==> config.mk <==
export PLATFORM = sky130hd
export DESIGN_NAME = pin_bus_arbiter
export DESIGN_NICKNAME = d
export VERILOG_FILES = /design/src/rtl/pinbus_pkg.sv /design/src/rtl/pinbus_rr_pick.sv /design/src/rtl/pin_bus_arbiter.sv
export SDC_FILE = /design/constraint.sdc
export NUM_CORES = 1
export LEC_CHECK = 0
export BUFFER_PORTS_ARGS = -buffer_cell sky130_fd_sc_hd__buf_2
export CAP_MARGIN = 20
export CORE_MARGIN = 1
export CORE_UTILIZATION = 45
export DETAILED_ROUTE_END_ITERATION = 8
export PLACE_DENSITY_LB_ADDON = 0.15
export REMOVE_ABC_BUFFERS = 1
export SYNTH_ARGS = -nofsm -noshare
export SYNTH_HDL_FRONTEND = slang
export SYNTH_HIERARCHICAL = 1
export SYNTH_SLANG_ARGS = --single-unit
==> constraint.sdc <==
create_clock -name i_clk -period 3.47 [get_ports i_clk]
set_input_delay 0.694 -clock i_clk [delete_from_list [all_inputs] [get_ports i_clk]]
set_output_delay 0.694 -clock i_clk [all_outputs]
set_load 0.02 [all_outputs]
==> src/rtl/pinbus_pkg.sv <==
// Shared encodings and pin-window defaults for the pin-controller configuration bus.
// The defaults are also used by the top-level pincontrol generate block.
package pinbus_pkg;

  localparam int DEF_NUM_PINS   = 16;
  localparam int DEF_PIN_STRIDE = 32;
  localparam int DEF_PIN_BASE   = 0;

  typedef enum logic [1:0] {
    OWN_NONE = 2'd0,
    OWN_H    = 2'd1,
    OWN_C    = 2'd2
  } owner_e;

  typedef enum logic [1:0] {
    S_IDLE  = 2'd0,
    S_OWN_H = 2'd1,
    S_OWN_C = 2'd2
  } state_e;

endpackage

==> src/rtl/pinbus_rr_pick.sv <==
// Two-way round-robin decision: a lone requester wins, a tie goes to whoever did not own last.
module pinbus_rr_pick
  import pinbus_pkg::*;
(
  input  logic       i_h_want,
  input  logic       i_c_want,
  input  logic [1:0] i_last,
  output logic [1:0] o_pick
);

  always_comb begin
    o_pick = OWN_NONE;
    if (i_h_want && i_c_want) begin
      o_pick = (i_last == OWN_H) ? OWN_C : OWN_H;
    end else if (i_h_want) begin
      o_pick = OWN_H;
    end else if (i_c_want) begin
      o_pick = OWN_C;
    end
  end

endmodule

==> src/rtl/pin_bus_arbiter.sv <==
// Arbitrates the pin-controller config bus between the EBI host and the command sequencer.
// Define PINBUS_ADDR_CHECK_EN to add the o_err output and block accesses outside the pin windows.
module pin_bus_arbiter
  import pinbus_pkg::*;
#(
  parameter int ADDR_W     = 21,
  parameter int DATA_W     = 16,
  parameter int NUM_PINS   = DEF_NUM_PINS,
  parameter int PIN_STRIDE = DEF_PIN_STRIDE,
  parameter int PIN_BASE   = DEF_PIN_BASE,
  parameter int TIMEOUT    = 64
) (
  input  logic              i_clk,
  input  logic              i_reset,
  input  logic              i_h_req,
  input  logic              i_h_lock,
  input  logic              i_h_wr,
  input  logic [ADDR_W-1:0] i_h_addr,
  input  logic [DATA_W-1:0] i_h_wdata,
  input  logic              i_c_req,
  input  logic              i_c_lock,
  input  logic              i_c_wr,
  input  logic [ADDR_W-1:0] i_c_addr,
  input  logic [DATA_W-1:0] i_c_wdata,
  output logic              o_h_gnt,
  output logic              o_h_ack,
  output logic [DATA_W-1:0] o_h_rdata,
  output logic              o_c_gnt,
  output logic              o_c_ack,
  output logic [DATA_W-1:0] o_c_rdata,
  output logic              o_bus_en,
  output logic              o_bus_wr,
  output logic [ADDR_W-1:0] o_bus_addr,
  output logic [DATA_W-1:0] o_bus_wdata,
  input  logic [DATA_W-1:0] i_bus_rdata,
  output logic              o_lock_timeout
`ifdef PINBUS_ADDR_CHECK_EN
  ,
  output logic              o_err
`endif
);

  localparam int CNT_W = $clog2(TIMEOUT);
  localparam logic [CNT_W-1:0] CNT_MAX = CNT_W'(TIMEOUT - 1);

  // A pin window that cannot be addressed is a configuration error, caught at elaboration.
  if ((TIMEOUT < 2) || (PIN_BASE + NUM_PINS * PIN_STRIDE > (1 << ADDR_W))) begin : g_bad_cfg
    $error("pin_bus_arbiter: TIMEOUT < 2 or pin window exceeds address space");
  end

  state_e            r_state, w_state_nxt;
  logic [1:0]        r_last, w_last_nxt;
  logic [CNT_W-1:0]  r_cnt, w_cnt_nxt;
  logic              r_lock_to, w_force;
  logic              w_h_want, w_c_want;
  logic [1:0]        w_pick;

  assign w_h_want = i_h_req | i_h_lock;
  assign w_c_want = i_c_req | i_c_lock;

  pinbus_rr_pick u_rr_pick (
    .i_h_want (w_h_want),
    .i_c_want (w_c_want),
    .i_last   (r_last),
    .o_pick   (w_pick)
  );

  always_ff @(posedge i_clk) begin
    if (i_reset) begin
      r_state   <= S_IDLE;
      r_last    <= OWN_C;
      r_cnt     <= '0;
      r_lock_to <= 1'b0;
    end else begin
      r_state   <= w_state_nxt;
      r_last    <= w_last_nxt;
      r_cnt     <= w_cnt_nxt;
      r_lock_to <= w_force;
    end
  end

  // An owner keeps the bus while requesting; an idle lock is held until the watchdog expires.
  always_comb begin
    w_state_nxt = r_state;
    w_last_nxt  = r_last;
    w_cnt_nxt   = '0;
    w_force     = 1'b0;
    case (r_state)
      S_IDLE: begin
        if (w_pick == OWN_H) begin
          w_state_nxt = S_OWN_H;
        end else if (w_pick == OWN_C) begin
          w_state_nxt = S_OWN_C;
        end
      end
      S_OWN_H: begin
        if (!i_h_req) begin
          if (!i_h_lock || (r_cnt == CNT_MAX)) begin
            w_force    = i_h_lock;
            w_last_nxt = OWN_H;
            if (w_c_want) w_state_nxt = S_OWN_C;
            else          w_state_nxt = S_IDLE;
          end else begin
            w_cnt_nxt = r_cnt + 1'b1;
          end
        end
      end
      S_OWN_C: begin
        if (!i_c_req) begin
          if (!i_c_lock || (r_cnt == CNT_MAX)) begin
            w_force    = i_c_lock;
            w_last_nxt = OWN_C;
            if (w_h_want) w_state_nxt = S_OWN_H;
            else          w_state_nxt = S_IDLE;
          end else begin
            w_cnt_nxt = r_cnt + 1'b1;
          end
        end
      end
      default: w_state_nxt = S_IDLE;
    endcase
  end

  logic              w_h_acc, w_c_acc, w_acc, w_wr, w_addr_ok;
  logic [ADDR_W-1:0] w_addr;
  logic [DATA_W-1:0] w_wdata;

  assign w_h_acc = (r_state == S_OWN_H) && i_h_req;
  assign w_c_acc = (r_state == S_OWN_C) && i_c_req;
  assign w_acc   = w_h_acc | w_c_acc;
  assign w_wr    = w_h_acc ? i_h_wr    : i_c_wr;
  assign w_addr  = w_h_acc ? i_h_addr  : i_c_addr;
  assign w_wdata = w_h_acc ? i_h_wdata : i_c_wdata;

`ifdef PINBUS_ADDR_CHECK_EN
  localparam int WIN_WORDS = NUM_PINS * PIN_STRIDE;
  logic [ADDR_W:0] w_off;
  assign w_off     = {1'b0, w_addr} - (ADDR_W + 1)'(PIN_BASE);
  assign w_addr_ok = !w_off[ADDR_W] && (w_off[ADDR_W-1:0] < ADDR_W'(WIN_WORDS));
`else
  assign w_addr_ok = 1'b1;
`endif

  logic              r_bus_en, r_bus_wr, r_s1_vld, r_s1_wr, r_s1_err;
  logic [1:0]        r_s1_tag;
  logic [ADDR_W-1:0] r_bus_addr;
  logic [DATA_W-1:0] r_bus_wdata;
  logic              r_h_ack, r_c_ack, r_ack_rd;

  // Each transfer carries its owner tag down the pipe so acks survive a grant handover.
  always_ff @(posedge i_clk) begin
    if (i_reset) begin
      r_bus_en    <= 1'b0;
      r_bus_wr    <= 1'b0;
      r_bus_addr  <= '0;
      r_bus_wdata <= '0;
      r_s1_vld    <= 1'b0;
      r_s1_tag    <= OWN_NONE;
      r_s1_wr     <= 1'b0;
      r_s1_err    <= 1'b0;
      r_h_ack     <= 1'b0;
      r_c_ack     <= 1'b0;
      r_ack_rd    <= 1'b0;
    end else begin
      r_bus_en <= w_acc && w_addr_ok;
      r_bus_wr <= w_acc && w_addr_ok && w_wr;
      if (w_acc && w_addr_ok) begin
        r_bus_addr  <= w_addr;
        r_bus_wdata <= w_wdata;
      end
      r_s1_vld <= w_acc;
      r_s1_tag <= w_h_acc ? OWN_H : OWN_C;
      r_s1_wr  <= w_wr;
      r_s1_err <= !w_addr_ok;
      r_h_ack  <= r_s1_vld && (r_s1_tag == OWN_H);
      r_c_ack  <= r_s1_vld && (r_s1_tag == OWN_C);
      r_ack_rd <= r_s1_vld && !r_s1_wr && !r_s1_err;
    end
  end

`ifdef PINBUS_ADDR_CHECK_EN
  logic r_err;
  always_ff @(posedge i_clk) begin
    if (i_reset) r_err <= 1'b0;
    else         r_err <= r_s1_vld && r_s1_err;
  end
  assign o_err = r_err;
`endif

  assign o_h_gnt        = (r_state == S_OWN_H);
  assign o_c_gnt        = (r_state == S_OWN_C);
  assign o_h_ack        = r_h_ack;
  assign o_c_ack        = r_c_ack;
  assign o_h_rdata      = (r_h_ack && r_ack_rd) ? i_bus_rdata : '0;
  assign o_c_rdata      = (r_c_ack && r_ack_rd) ? i_bus_rdata : '0;
  assign o_bus_en       = r_bus_en;
  assign o_bus_wr       = r_bus_wr;
  assign o_bus_addr     = r_bus_addr;
  assign o_bus_wdata    = r_bus_wdata;
  assign o_lock_timeout = r_lock_to;

endmodule

# Word-level counts from Yosys, hierarchy flattened
# Cells that the tools add are included.
# totals
ff_bits	56
input_bits	98
out_inout_bits	76
# op_classes
n_addsub	1
n_eq_ne	13
mux	33
bitwise_logic	3
reduce_logical	18
# ops
cell	count
$mux 16	3
$mux 2	15
$mux 6	4
$mux 21	1
$pmux 6 s2	1
$reduce_and 5->1	2
$logic_and 1x1->1	9
$eq 2x1->1 const B	4
$add 6x1->6 const B	1
$eq 2x2->1 const B	3
$eq 6x6->1 const B	1
$mux 1	6
$pmux 2 s3	1
$ne 2x1->1 const B	2
$ne 2x2->1 const B	2
$pmux 2 s2	1
$logic_not 1->1	3
$ne 3x3->1 const B	1
$or 1x1->1	3
$logic_not 2->1	1
$logic_or 1x1->1	2
$pmux 1 s2	1
$reduce_bool 2->1	1

# Logic depth before layout (Yosys ltp)
# depth
depth_word	8
mapped_depth	9
mapped_depth_nobuf	9

# Modules after synthesis
# The synthesis kept the hierarchy.
# modules_own_cells
mod	n_inst	cells_per_inst	area_per_inst_um2
pin_bus_arbiter	1	331	2740.1
pinbus_rr_pick	1	4	30.0

# Least setup slack after synthesis
# OpenSTA, ideal clock, no wires.
# synth_timing
path_type	input-to-reg
from	in i_h_req
to	reg r_state[0]
setup_time_ns	0.114
t_arrival_ns	2.042
required_ns	3.356
setup_slack_ns	1.314
stages	8
path_cell_list	or2_2 -> inv_1 -> o21a_1 -> inv_1 -> ha_1 -> a222oi_1 -> a211o_1 -> nand2_1
# synth_between
elab_chain_len	6
# synth_rtl
element	line_no	source
start, declared	pin_bus_arbiter.sv:15	input logic i_h_req,
$or 1x1->1 (*)	pin_bus_arbiter.sv:58	assign w_h_want = i_h_req | i_h_lock;
$mux 2 / $logic_and 1x1->1 (equally long branches)	pinbus_rr_pick.sv:15, pinbus_rr_pick.sv:13	
$mux 2 (*)	pinbus_rr_pick.sv:13	if (i_h_want && i_c_want) begin
via w_pick[1]	pin_bus_arbiter.sv:56	logic [1:0] w_pick;
$eq 2x1->1 / $eq 2x2->1 (equally long branches)	pin_bus_arbiter.sv:90, pin_bus_arbiter.sv:92	
$ne 3x3->1 (no source line) / $mux 2 (equally long branches)	-	
$reduce_and 5->1 (no source line) / $pmux 2 s3 (equally long branches)	-	
end signal, assigned	pin_bus_arbiter.sv:75	r_state <= w_state_nxt;
end, declared	pin_bus_arbiter.sv:51	state_e r_state, w_state_nxt;
# The timed path passes the listed nets; every way through them passes the cells marked *. The select of a mux whose other input is x is not followed.
# A chain may end at the register's enable or synchronous reset.

# Worst setup path in the final report
# layout_timing
from	reg r_state[0]
to	out o_c_gnt
# layout_between
elab_chain_len	1
# layout_rtl
element	line_no	source
$eq 2x2->1	pin_bus_arbiter.sv:191	assign o_c_gnt = (r_state == S_OWN_C);
end, declared	pin_bus_arbiter.sv:28	output logic o_c_gnt,
# Every way passes these cells.

==> results.py <==
metrics = {
    "finish": {
        "final_design_utilization": 0.624,
        "layout.cells.most_common": "sky130_fd_sc_hd__buf_2",
        "filler_cell_count": 551,
        "drive_above_1_share": 0.406,
        "area_growth_syn_to_layout_pct": 33.5,
        "stdcell_area_um2": 3700,
        "final_nets": 593,
        "layout.cells.most_common_list": "173 x sky130_fd_sc_hd__buf_2, 56 x sky130_fd_sc_hd__dfxtp_1, 47 x sky130_fd_sc_hd__nor2_1",
        "antenna_cells_inserted": 0,
        "final_cell_count_no_fill": 565,
    },
    "timing": {
        "fin_setup_tns_ns": 0,
        "rsz0062_at_grt": "false",
        "total_count_of_hold_check_failures_in_the_final_report": 0,
        "drv_slew": 0,
        "finalWorstSetupSlack_ns": 1.09,
        "worst_slew_pin_slew_ns": 0.707,
        "timing.final.crit_share": 0.686,
        "clock-skew-final_ns": 0.00482,
        "max_freq_mhz": 420,
        "slew_headroom": 0.529,
        "timing.final.crit_period_ns": 2.38,
        "finalSetupViolations": 0,
    },
    "global_route": {
        "grt-ovfl-total": 0,
        "grt_first_pass_wirelength_mm": 11.3,
        "grt_pass1_vias": 2529,
        "number_of_antenna_violations_at_the_first_check_in_global_routing": 0,
        "grt_util_all_layers": 0.222,
        "pin_count_of_the_biggest_net_entering_global_routing": 75,
    },
    "pwr": {
        "p_leak_nw": 1.90,
        "vdd.ir_drop.worst_uv": 345,
        "power_per_cell_area_nw_per_um2": 594,
    },
    "clocking": {
        "cts_buffers": 5,
        "postCtsSetupRepairBufs": 0,
        "cts_root_buffer": "sky130_fd_sc_hd__clkbuf_8",
        "postCtsResizedCells": 0,
        "worst_skew_pair.late_latency_ns": 0.30,
        "tritoncts": "built",
        "holdBufCountCts": 0,
        "clock_sinks": 56,
        "clk_pin_slew_ns": 0.09,
        "clock_path_buffers": 2,
        "h-tree-depth": 2,
    },
    "setup_path": {
        "critical_path.endpoint_type": "primary output",
        "cp-start-kind": "register",
        "path_max_fanout": 40,
        "critPathSlowestCell": "sky130_fd_sc_hd__buf_4",
        "critical-path-max-stage-delay_ns": 0.42,
        "critPathKind": "reg -> out",
        "cp.required_ns": 2.78,
        "crit_path_dat_ns": 1.69,
        "timing.critical_path.cells": "inv_1, ha_1, buf_4, buf_2",
    },
    "yosys": {
        "synthesis.yosys.warnings": 6,
        "synthesis.area_per_instance_um2": 8.27,
        "yosysUniqueCellTypes": 38,
        "dominantRegCellSynth": "sky130_fd_sc_hd__dfxtp_1",
        "seq_area_frac_synth": 0.405,
        "number_of_enable_flip_flop_cells_after_synthesis": 0,
        "syn-instance-count": 335,
        "synth.cell_area_um2": 2770,
        "synth-seq-cells": 56,
        "synthArstFlopShare": 0,
    },
    "routing": {
        "drt_pre_antenna_iters": 4,
        "post-route-drc-count": 0,
        "antenna_left": 0,
        "route.detailed.wl_per_inst_um": 14.0,
        "initialDrtViolationCount": 194,
        "num_vias": 3017,
        "detail_route.wirelength_mm": 7.89,
        "vias_per_cell": 5.34,
    },
    "placement": {
        "dp_cells": 557,
        "detailed_place.area_um2": 3600,
        "place_hpwl_mm": 5.47,
        "gp_congestion": 0.782,
        "buffer_ports.inserted": 173,
        "detailedPlace.worstSlack_ns": 1.05,
    },
    "run": {
        "drv.max_cap_violation_count": 0,
    },
    "worst_hold_path": {
        "worst_hold_path_type": "reg -> reg",
    },
    "die": {
        "io_pins": 174,
        "design.die.area_um2": 6470,
        "floorplan.die.height_um": 80.5,
        "die_w_um": 80.5,
        "core_um2": 5920,
        "placement_rows": 28,
        "floorplan.initialDensity": 0.468,
    },
    "status": {
        "outcome": "finished, final reports clean",
    },
}
## critical path, delay by kind of cell (launching register included)
| family | cells | cell delay, ns |
|---|---|---|
| buffers and inverters | 3 | 0.78 |
| flip-flops | 1 | 0.34 |
| adder cells (fa/ha/maj) | 1 | 0.26 |
## worst paths after layout
path                            slack, ns  startpoint  cells past startpoint        endpoint
worst max-delay path                 1.09  r_state[0]                      4         o_c_gnt
worst min-delay path                 0.39     r_s1_wr                      1        r_ack_rd
worst max register to register       1.43  r_state[0]                      7  o_bus_addr[15]
worst min register to register       0.39     r_s1_wr                      1        r_ack_rd
## layout make-up
type                    instances  area, µm²  share of cell area
well taps                      75       93.8              0.0254
repair buffers                178        903               0.244
inverters                       7       26.3             0.00711
multi-input cells             241       1460               0.395
clock buffers                   6       82.6              0.0223
clock inverters                 2       10.0             0.00271
flip-flops and latches         56       1120               0.303
## sequential cells by signal, indices dropped and copies added (netlist names)
name,flops
o_bus_addr,21
o_bus_wdata,16
r_cnt,6
r_last,2
r_s1_tag,2
r_state,2
o_bus_wr,1
o_c_ack,1
o_h_ack,1
o_lock_timeout,1
r_ack_rd,1
r_s1_vld,1
r_s1_wr,1
## synth_stat cells, types with 2 or more instances
cell	count	area share
sky130_fd_sc_hd__nor2_2	4	0.0090
sky130_fd_sc_hd__a211o_1	3	0.0095
sky130_fd_sc_hd__buf_2	10	0.018
sky130_fd_sc_hd__nand3_1	39	0.070
sky130_fd_sc_hd__and3_1	33	0.075
sky130_fd_sc_hd__mux2i_1	2	0.0072
sky130_fd_sc_hd__ha_1	6	0.027
sky130_fd_sc_hd__xnor2_1	3	0.0095
sky130_fd_sc_hd__clkbuf_1	10	0.014
sky130_fd_sc_hd__a311oi_1	37	0.12
sky130_fd_sc_hd__dfxtp_1	56	0.40
sky130_fd_sc_hd__nand4_1	2	0.0045
sky130_fd_sc_hd__nor3b_1	2	0.0054
sky130_fd_sc_hd__inv_1	7	0.0095
sky130_fd_sc_hd__nand3b_1	2	0.0054
sky130_fd_sc_hd__or2_2	2	0.0045
sky130_fd_sc_hd__buf_1	3	0.0041
sky130_fd_sc_hd__nor2_1	47	0.064
sky130_fd_sc_hd__a22o_1	2	0.0063
sky130_fd_sc_hd__a21oi_1	2	0.0036
sky130_fd_sc_hd__buf_4	7	0.019
sky130_fd_sc_hd__nand2_1	40	0.054
## layer usage
layer	routed length [µm]	vias to the layer above	share of wire	GRT usage
met5	0	-	0	0
met4	64	0	0.0081	0.0625
met3	600	6	0.076	0.0432
met2	3900	127	0.49	0.392
met1	3320	1384	0.42	0.272
li1	-	1500	-	-
## power by group
part           switching [mW]  internal, mW  total (mW)
registers              0.0855         0.805       0.891
clock network           0.197         0.160       0.357
logic                   0.604         0.347       0.951
## cells by family (layout without fill, tap and decap cells)
family,Yosys count,after routing,share of synthesized area
xor+xnor,4,4,0.0126
flops,56,56,0.405
fa+ha+maj,6,6,0.0271
mux,3,3,0.0126
buf+inv,38,193,0.0682
compound gates,48,48,0.152
simple gates,180,180,0.323
## metrics by stage
stage | hold WS, ns | total power [mW]
after global routing | 0.391 | 2.33
after CTS | 0.386 | 2.21
after global placement | 0.371 | 1.83
after detailed placement | 0.372 | 1.85
final | 0.386 | 2.20
after floorplan | 0.368 | 1.51
Power figures use the tool's default switching activity.
